--- config.mk ---
export PLATFORM = sky130hd
export DESIGN_NAME = neuron_mac_sequencer
export DESIGN_NICKNAME = d
export VERILOG_FILES = /design/src/rtl/neuron_mac_sequencer.sv
export SDC_FILE = /design/constraint.sdc
export NUM_CORES = 1
export LEC_CHECK = 0
export CORE_MARGIN = 5
export CORE_UTILIZATION = 40
export DETAILED_ROUTE_END_ITERATION = 16
export PLACE_DENSITY_LB_ADDON = 0.1
export SLEW_MARGIN = 15
export SYNTH_ARGS = -nofsm -noshare
export SYNTH_HDL_FRONTEND = slang
export SYNTH_SLANG_ARGS = --single-unit
--- constraint.sdc ---
create_clock -name clk -period 10.29 [get_ports clk]
set_clock_uncertainty 0.2 [all_clocks]
set_input_delay 2.058 -clock clk [delete_from_list [all_inputs] [get_ports clk]]
set_output_delay 2.058 -clock clk [all_outputs]
set_load 0.02 [all_outputs]
--- src/rtl/neuron_mac_sequencer.sv ---
// rtl/neuron_mac_sequencer.sv - read sequencer and signed MAC for one fully connected neuron
module neuron_mac_sequencer #(
    parameter int NUM_INPUTS = 30,
    parameter int DATA_WIDTH = 16,
    parameter int ADDR_WIDTH = $clog2(NUM_INPUTS),
    parameter int FRAC_BITS  = 8,
    parameter int ACC_WIDTH  = 2*DATA_WIDTH + $clog2(NUM_INPUTS)
) (
    input  logic                  clk,
    input  logic                  rst,
    input  logic                  start,
    output logic                  busy,
    output logic                  w_ren,
    output logic [ADDR_WIDTH-1:0] w_radd,
    input  logic [DATA_WIDTH-1:0] w_rdata,
    output logic                  x_ren,
    output logic [ADDR_WIDTH-1:0] x_radd,
    input  logic [DATA_WIDTH-1:0] x_rdata,
    output logic [ACC_WIDTH-1:0]  acc_out,
    output logic [DATA_WIDTH-1:0] res_q,
    output logic                  out_valid,
    input  logic                  out_ready,
    output logic                  done
);

    typedef enum logic [1:0] {
        IDLE  = 2'd0,
        FETCH = 2'd1,
        DRAIN = 2'd2,
        HOLD  = 2'd3
    } state_t;

    localparam logic [ADDR_WIDTH-1:0] LAST_ADDR = ADDR_WIDTH'(NUM_INPUTS - 1);
    localparam int PROD_WIDTH = 2*DATA_WIDTH;

    state_t state;
    state_t state_n;

    logic [ADDR_WIDTH-1:0]        cnt;
    logic                         pipe;
    logic signed [ACC_WIDTH-1:0]  acc;
    logic [DATA_WIDTH-1:0]        res;

    logic                         clear;
    logic                         last_issue;
    logic signed [PROD_WIDTH-1:0] w_ext;
    logic signed [PROD_WIDTH-1:0] x_ext;
    logic signed [PROD_WIDTH-1:0] prod;
    logic signed [ACC_WIDTH-1:0]  acc_n;
    logic signed [ACC_WIDTH-1:0]  shifted;
    logic                         pos_ovf;
    logic                         neg_ovf;
    logic [DATA_WIDTH-1:0]        sat;

    // A new evaluation only starts from IDLE; start elsewhere is ignored.
    assign clear      = (state == IDLE) && start;
    assign last_issue = (cnt == LAST_ADDR);

    // State register.
    always_ff @(posedge clk) begin
        if (rst) begin
            state <= IDLE;
        end else begin
            state <= state_n;
        end
    end

    // Next-state and control outputs.
    always_comb begin
        state_n   = state;
        busy      = 1'b0;
        w_ren     = 1'b0;
        out_valid = 1'b0;
        done      = 1'b0;
        case (state)
            IDLE: begin
                if (start) begin
                    state_n = FETCH;
                end
            end
            FETCH: begin
                busy  = 1'b1;
                w_ren = 1'b1;
                if (last_issue) begin
                    state_n = DRAIN;
                end
            end
            DRAIN: begin
                busy    = 1'b1;
                state_n = HOLD;
            end
            HOLD: begin
                busy      = 1'b1;
                out_valid = 1'b1;
                if (out_ready) begin
                    done    = 1'b1;
                    state_n = IDLE;
                end
            end
            default: begin
                state_n = IDLE;
            end
        endcase
    end

    // Both memories are read in lockstep; addresses are forced to 0 while idle.
    assign x_ren  = w_ren;
    assign w_radd = w_ren ? cnt : '0;
    assign x_radd = w_ren ? cnt : '0;

    // Read address counter: stops at the last address rather than wrapping.
    always_ff @(posedge clk) begin
        if (rst || clear) begin
            cnt <= '0;
        end else if ((state == FETCH) && !last_issue) begin
            cnt <= cnt + 1'b1;
        end
    end

    // Data-valid pipe: memory data returns one cycle after the read enable.
    always_ff @(posedge clk) begin
        if (rst || clear) begin
            pipe <= 1'b0;
        end else begin
            pipe <= w_ren;
        end
    end

    // Full-precision signed product, sign-extended into the accumulator width.
    assign w_ext = {{DATA_WIDTH{w_rdata[DATA_WIDTH-1]}}, w_rdata};
    assign x_ext = {{DATA_WIDTH{x_rdata[DATA_WIDTH-1]}}, x_rdata};
    assign prod  = w_ext * x_ext;
    assign acc_n = acc + {{(ACC_WIDTH-PROD_WIDTH){prod[PROD_WIDTH-1]}}, prod};

    // Rescale toward -inf, then clamp whenever the bits above the result's sign bit
    // disagree with the accumulator sign.
    assign shifted = acc_n >>> FRAC_BITS;
    assign pos_ovf = !shifted[ACC_WIDTH-1] && (|shifted[ACC_WIDTH-2:DATA_WIDTH-1]);
    assign neg_ovf =  shifted[ACC_WIDTH-1] && !(&shifted[ACC_WIDTH-2:DATA_WIDTH-1]);
    assign sat     = pos_ovf ? {1'b0, {(DATA_WIDTH-1){1'b1}}} :
                     neg_ovf ? {1'b1, {(DATA_WIDTH-1){1'b0}}} :
                     shifted[DATA_WIDTH-1:0];

    // Accumulator and saturated result update together so they always agree.
    always_ff @(posedge clk) begin
        if (rst || clear) begin
            acc <= '0;
            res <= '0;
        end else if (pipe) begin
            acc <= acc_n;
            res <= sat;
        end
    end

    assign acc_out = acc;
    assign res_q   = res;

endmodule

**After elaboration in Yosys (flattened, before gate mapping)**

Index checks and enable logic that the tools add are counted.

- Register bits: 61
- Input bits: 36
- Output and inout bits: 68

- Multiplexer cells: 12
- Equal/unequal tests: 7
- Reductions and logical operators: 13
- Add/subtract/negate cells: 2
- $mul: 1

Operators with widths:

| operator | count |
|---|---|
| $add A37 B37 Y37 | 1 |
| $mul A16 B16 Y32 | 1 |
| $mux W16 | 2 |
| $reduce_and A14 Y1 | 1 |
| $reduce_or A14 Y1 | 1 |
| $pmux W2 S4 | 1 |
| $mux W2 | 3 |
| $ne A2 B2 Y1 const B | 3 |
| $add A5 B1 Y5 const B | 1 |
| $eq A5 B5 Y1 const B | 1 |
| $mux W1 | 5 |
| $mux W5 | 1 |
| $eq A2 B2 Y1 const B | 2 |
| $logic_and A1 B1 Y1 | 4 |
| $logic_not A1 Y1 | 3 |
| $reduce_and A3 Y1 | 1 |
| $reduce_or A3 Y1 | 1 |
| $eq A2 B1 Y1 const B | 1 |
| $logic_not A2 Y1 | 1 |
| $logic_or A1 B1 Y1 | 1 |

**Longest topological paths before layout**

Gate-level depths: netlist of run 1.

- Word-level depth: 7
- Depth in mapped cells: 38

**Worst setup path after synthesis of run 1**

No wires, ideal clock.

- Kind: input to register
- Start: in x_rdata[1]
- End: reg res[5] (netlist: res_q[5])
- Buffers on the path: 3
- Arrival: 10135 ps
- Slack: -171 ps
- Setup time: 127 ps
- Stages: 35
- Path through: clkbuf_1 nand2_1 fa_1 fa_1 fa_1 inv_1 fa_1 fa_1 inv_1 fa_1 inv_1 ha_1 a21o_1 a21oi_1 a2bb2oi_1 nand2_1 a21oi_1 o21ai_0 a21o_1 a21oi_1 o21bai_1 xor2_1 ha_1 a21oi_1 o21ai_1 or3_1 nor3_1 and3b_1 or2_2 a2111o_1 nor4b_2 a2bb2o_1 buf_4 buf_12 o22ai_2

- Word-level cells in the longest chain between the ends: 7
- Elaborated cells on any way between the ends: 10
- Classes of those cells: add/sub: 1; mul: 1; mux: 2; reduce/logical: 6

RTL lines:

| element | line | RTL |
|---|---|---|
| start, declared | 18 | `input logic [DATA_WIDTH-1:0] x_rdata,` |
| $mul A16 B16 Y32 * | 132 | `assign prod = w_ext * x_ext;` |
| $add A37 B37 Y37 * | 133 | `assign acc_n = acc + {{(ACC_WIDTH-PROD_WIDTH){prod[PROD_WIDTH-1]}}, prod};` |
| $reduce_and A14 Y1 | 139 | `assign neg_ovf = shifted[ACC_WIDTH-1] && !(&shifted[ACC_WIDTH-2:DATA_WIDTH-1]);` |
| $logic_not A1 Y1 | 139 |  |
| $logic_and A1 B1 Y1 | 139 |  |
| $mux W16 | 141 | `neg_ovf ? {1'b1, {(DATA_WIDTH-1){1'b0}}} :` |
| $mux W16 * | 140 | `assign sat = pos_ovf ? {1'b0, {(DATA_WIDTH-1){1'b1}}} :` |
| end signal, assigned | 151 | `res <= sat;` |
| end, declared | 42 | `logic [DATA_WIDTH-1:0] res;` |

Mark *: on every way between the ends. The rest lies on a longest branch, timed or not.
A chain may end at the register's enable or synchronous reset.

**Worst setup path in the final report of run 1**

- Start: in x_rdata[4]
- End: reg res[7] (netlist: res_q[7])

The elaborated chain is that of the path after synthesis.

==> impl_metrics.tcl, run 1 <==
set metrics [dict create \
    io_buffers 103 \
    grt_overflow 0 \
    cts.sinks 61 \
    remaining_drc_errors 0 \
    startpoint_type "input port" \
    outcome "finished, final reports clean" \
    drt_first_pass_iters 5 \
    grt_max_degree 71 \
    grt_pass1_wl_mm 62.4 \
    crit_top_cell "fa_1" \
    clk_latency_ns 0.33 \
    cts_hold_buf 0 \
    design_area_um2 18700 \
    synth_edf_count 0 \
    synth_nets 2071 \
    post_synth_num_cell_types 72 \
    cap_violations 0 \
    cp.arrival_ns 10.08 \
    seq_area_frac_synth 0.0846 \
    fin_crit_sh 0.979 \
    gp_congestion 0.847 \
    cpMaxStageDelayCell "fa_1" \
    finalNetCount 2395 \
    finalMaxSlewViolations 0 \
    synth_compound_area_frac 0.119 \
    dp_hpwl_mm 32.1 \
    root_buffer "clkbuf_16" \
    synthToLayoutAreaGrowth_pct 29.5 \
    first_iter_violations 447 \
    num_antenna_cells 0 \
    worst_slew_pin_slew_ns 0.884 \
    final_common_cell "inv_1" \
    placed_area_um2 17600 \
    num_rows 69 \
    hold_path_class "reg2reg" \
    max_freq_mhz 99.3 \
    end_kind "flop" \
    postSynthCellCount 1644 \
    htreeDepth 3 \
    wl_mm 38.0 \
    cts_tree "built" \
    grt_pass1_vias 12500 \
    ys_warn_count 0 \
    max_slew_margin 0.411 \
    grt_antenna_before_repair 0 \
    ant_nets 0 \
    vias 12100 \
    syn_area_um2 14400 \
    synthArstFlopShare 0 \
    required_ns 10.30 \
    ios 104 \
    hold_violations 0 \
    die_w_um 200 \
    synth_xor_area_frac 0.0398 \
    core-area_um2 35600 \
    max_stage_delay_ns 0.53 \
    synth_ff_type "dfxtp_1" \
    grt.total_usage 0.191 \
    synth-seq-cells 61 \
    clkTransAtPathRegs_ns 0.06 \
    start_util 0.406 \
    die_area_um2 40000 \
    synth_adder_area_share 0.476 \
    setup_viol 0 \
    muxShareOfSynthArea 0.0217 \
    die_h_um 200 \
    yosys.area_share.simple 0.157 \
    worst-setup-path-type "in2reg" \
    clk_path_buf_depth 2 \
    synth_top_family_by_area "adder cells" \
    final_cell_mix "inv_1 (301), fa_1 (246), buf_4 (246), nand2_1 (149), and2_1 (123)" \
    wl_per_cell_um 15.6 \
    drive_above_1_share 0.219 \
    numCtsBuffers 9 \
    crit_fanout 7 \
    avgSynthCellArea_um2 8.78 \
    finalCriticalPeriod_ns 10.07 \
    viasPerCell 4.95 \
]
## area by class of cell
cell class,count,area [µm²]
clock buffer,9,225
clock inverter,7,75.1
fill,3419,16900
inverter,314,1180
multi-input combinational,1205,12200
sequential,61,1220
tap,461,577
timing repair buffer,377,3220
## registers in the layout, indices dropped and copies added, names as in the netlist
register  count
acc_out      37
cnt           5
pipe          1
res_q        16
state         2
## critical path, delay by kind of cell
| family | cells | cell delay (ns) |
|---|---|---|
| adders and majority gates | 8 | 3.61 |
| AOI/OAI and AO/OA | 12 | 2.27 |
| and+or+nand+nor | 7 | 1.33 |
| buffers and inverters | 8 | 0.69 |
| xor gates and xnor gates | 1 | 0.10 |
## what timing repair did
action                     CTS  global route
setup endpoints to repair   17            16
gates resized for setup     80           130
pin swaps                   39            67
setup buffers                9            22
cloned                       2             3
## Yosys cell counts, types with 13 or more instances
library cell,instances,area (µm²)
a211oi_1,13,97.6
a21o_1,31,233
a21oi_1,69,345
and2_1,129,807
clkbuf_1,51,191
dfxtp_1,61,1220
fa_1,263,5270
ha_1,128,1600
inv_1,313,1170
mux2i_1,29,290
nand2_1,158,593
nand3_1,18,90.1
nor2_1,98,368
nor3_1,15,75.1
o211ai_1,19,143
o21ai_0,48,240
xnor2_1,45,394
xor2_1,18,158
## per-stage QoR
step | setup WS (ns) | hold WS, ns | std cells | setup TNS, ns | util
floorplan | 0.0344 | 0.294 | 1644 | 0 | -
global route | -0.0606 | 0.329 | 2434 | -0.685 | 0.525
CTS | 0.00523 | 0.293 | 2410 | 0 | 0.512
detailed placement | -0.927 | 0.285 | 2383 | -15.77 | 0.495
global placement | -0.822 | 0.281 | 2383 | -13.68 | 0.495
finish | 0.218 | 0.290 | 2434 | 0 | 0.525
## path summary, 6_finish.rpt
check	from	endpoint	slack (ns)	cells past startpoint
worst max-delay path	x_rdata[4]	res_q[7]	0.22	36
worst min-delay path	res_q[15]	res_q[15]	0.29	2
worst min register to register	res_q[15]	res_q[15]	0.29	2
worst max register to register	acc_out[0]	res_q[7]	6.32	15
## layer usage
| layer | vias up | track usage | wire (µm) |
|---|---|---|---|
| li1 | 5844 | - | - |
| met1 | 6059 | 0.257 | 16600 |
| met2 | 137 | 0.352 | 20300 |
| met3 | 19 | 0.0161 | 910 |
| met4 | 0 | 0.0146 | 196 |
| met5 | - | 0 | 0 |
## kinds of logic (layout without fill, tap and decap cells)
logic type	Yosys count	in the layout
AO/OA/AOI/OAI	252	252
XOR/XNOR	64	64
adder cells (fa/ha/maj)	391	391
buffers and inverters	378	707
flip-flops	61	61
multiplexers	31	31
AND/OR/NAND/NOR	467	467
Power of run 1 is left out: the tool's default activity adds up to more than one toggle a clock period on the data nets, which glitch-free logic cannot reach.
==> inputs of run 2 (changes only) <==
--- a/config.mk
+++ b/config.mk
@@ -7,6 +7,7 @@
 export LEC_CHECK = 0
 export CORE_MARGIN = 5
 export CORE_UTILIZATION = 40
+export CTS_CLUSTER_DIAMETER = 200
 export DETAILED_ROUTE_END_ITERATION = 16
 export PLACE_DENSITY_LB_ADDON = 0.1
 export SLEW_MARGIN = 15
==> results of run 2 <==
No change in the layout: final DEF, timing and power equal those of run 1.
Power of run 2 is left out for the same reason.
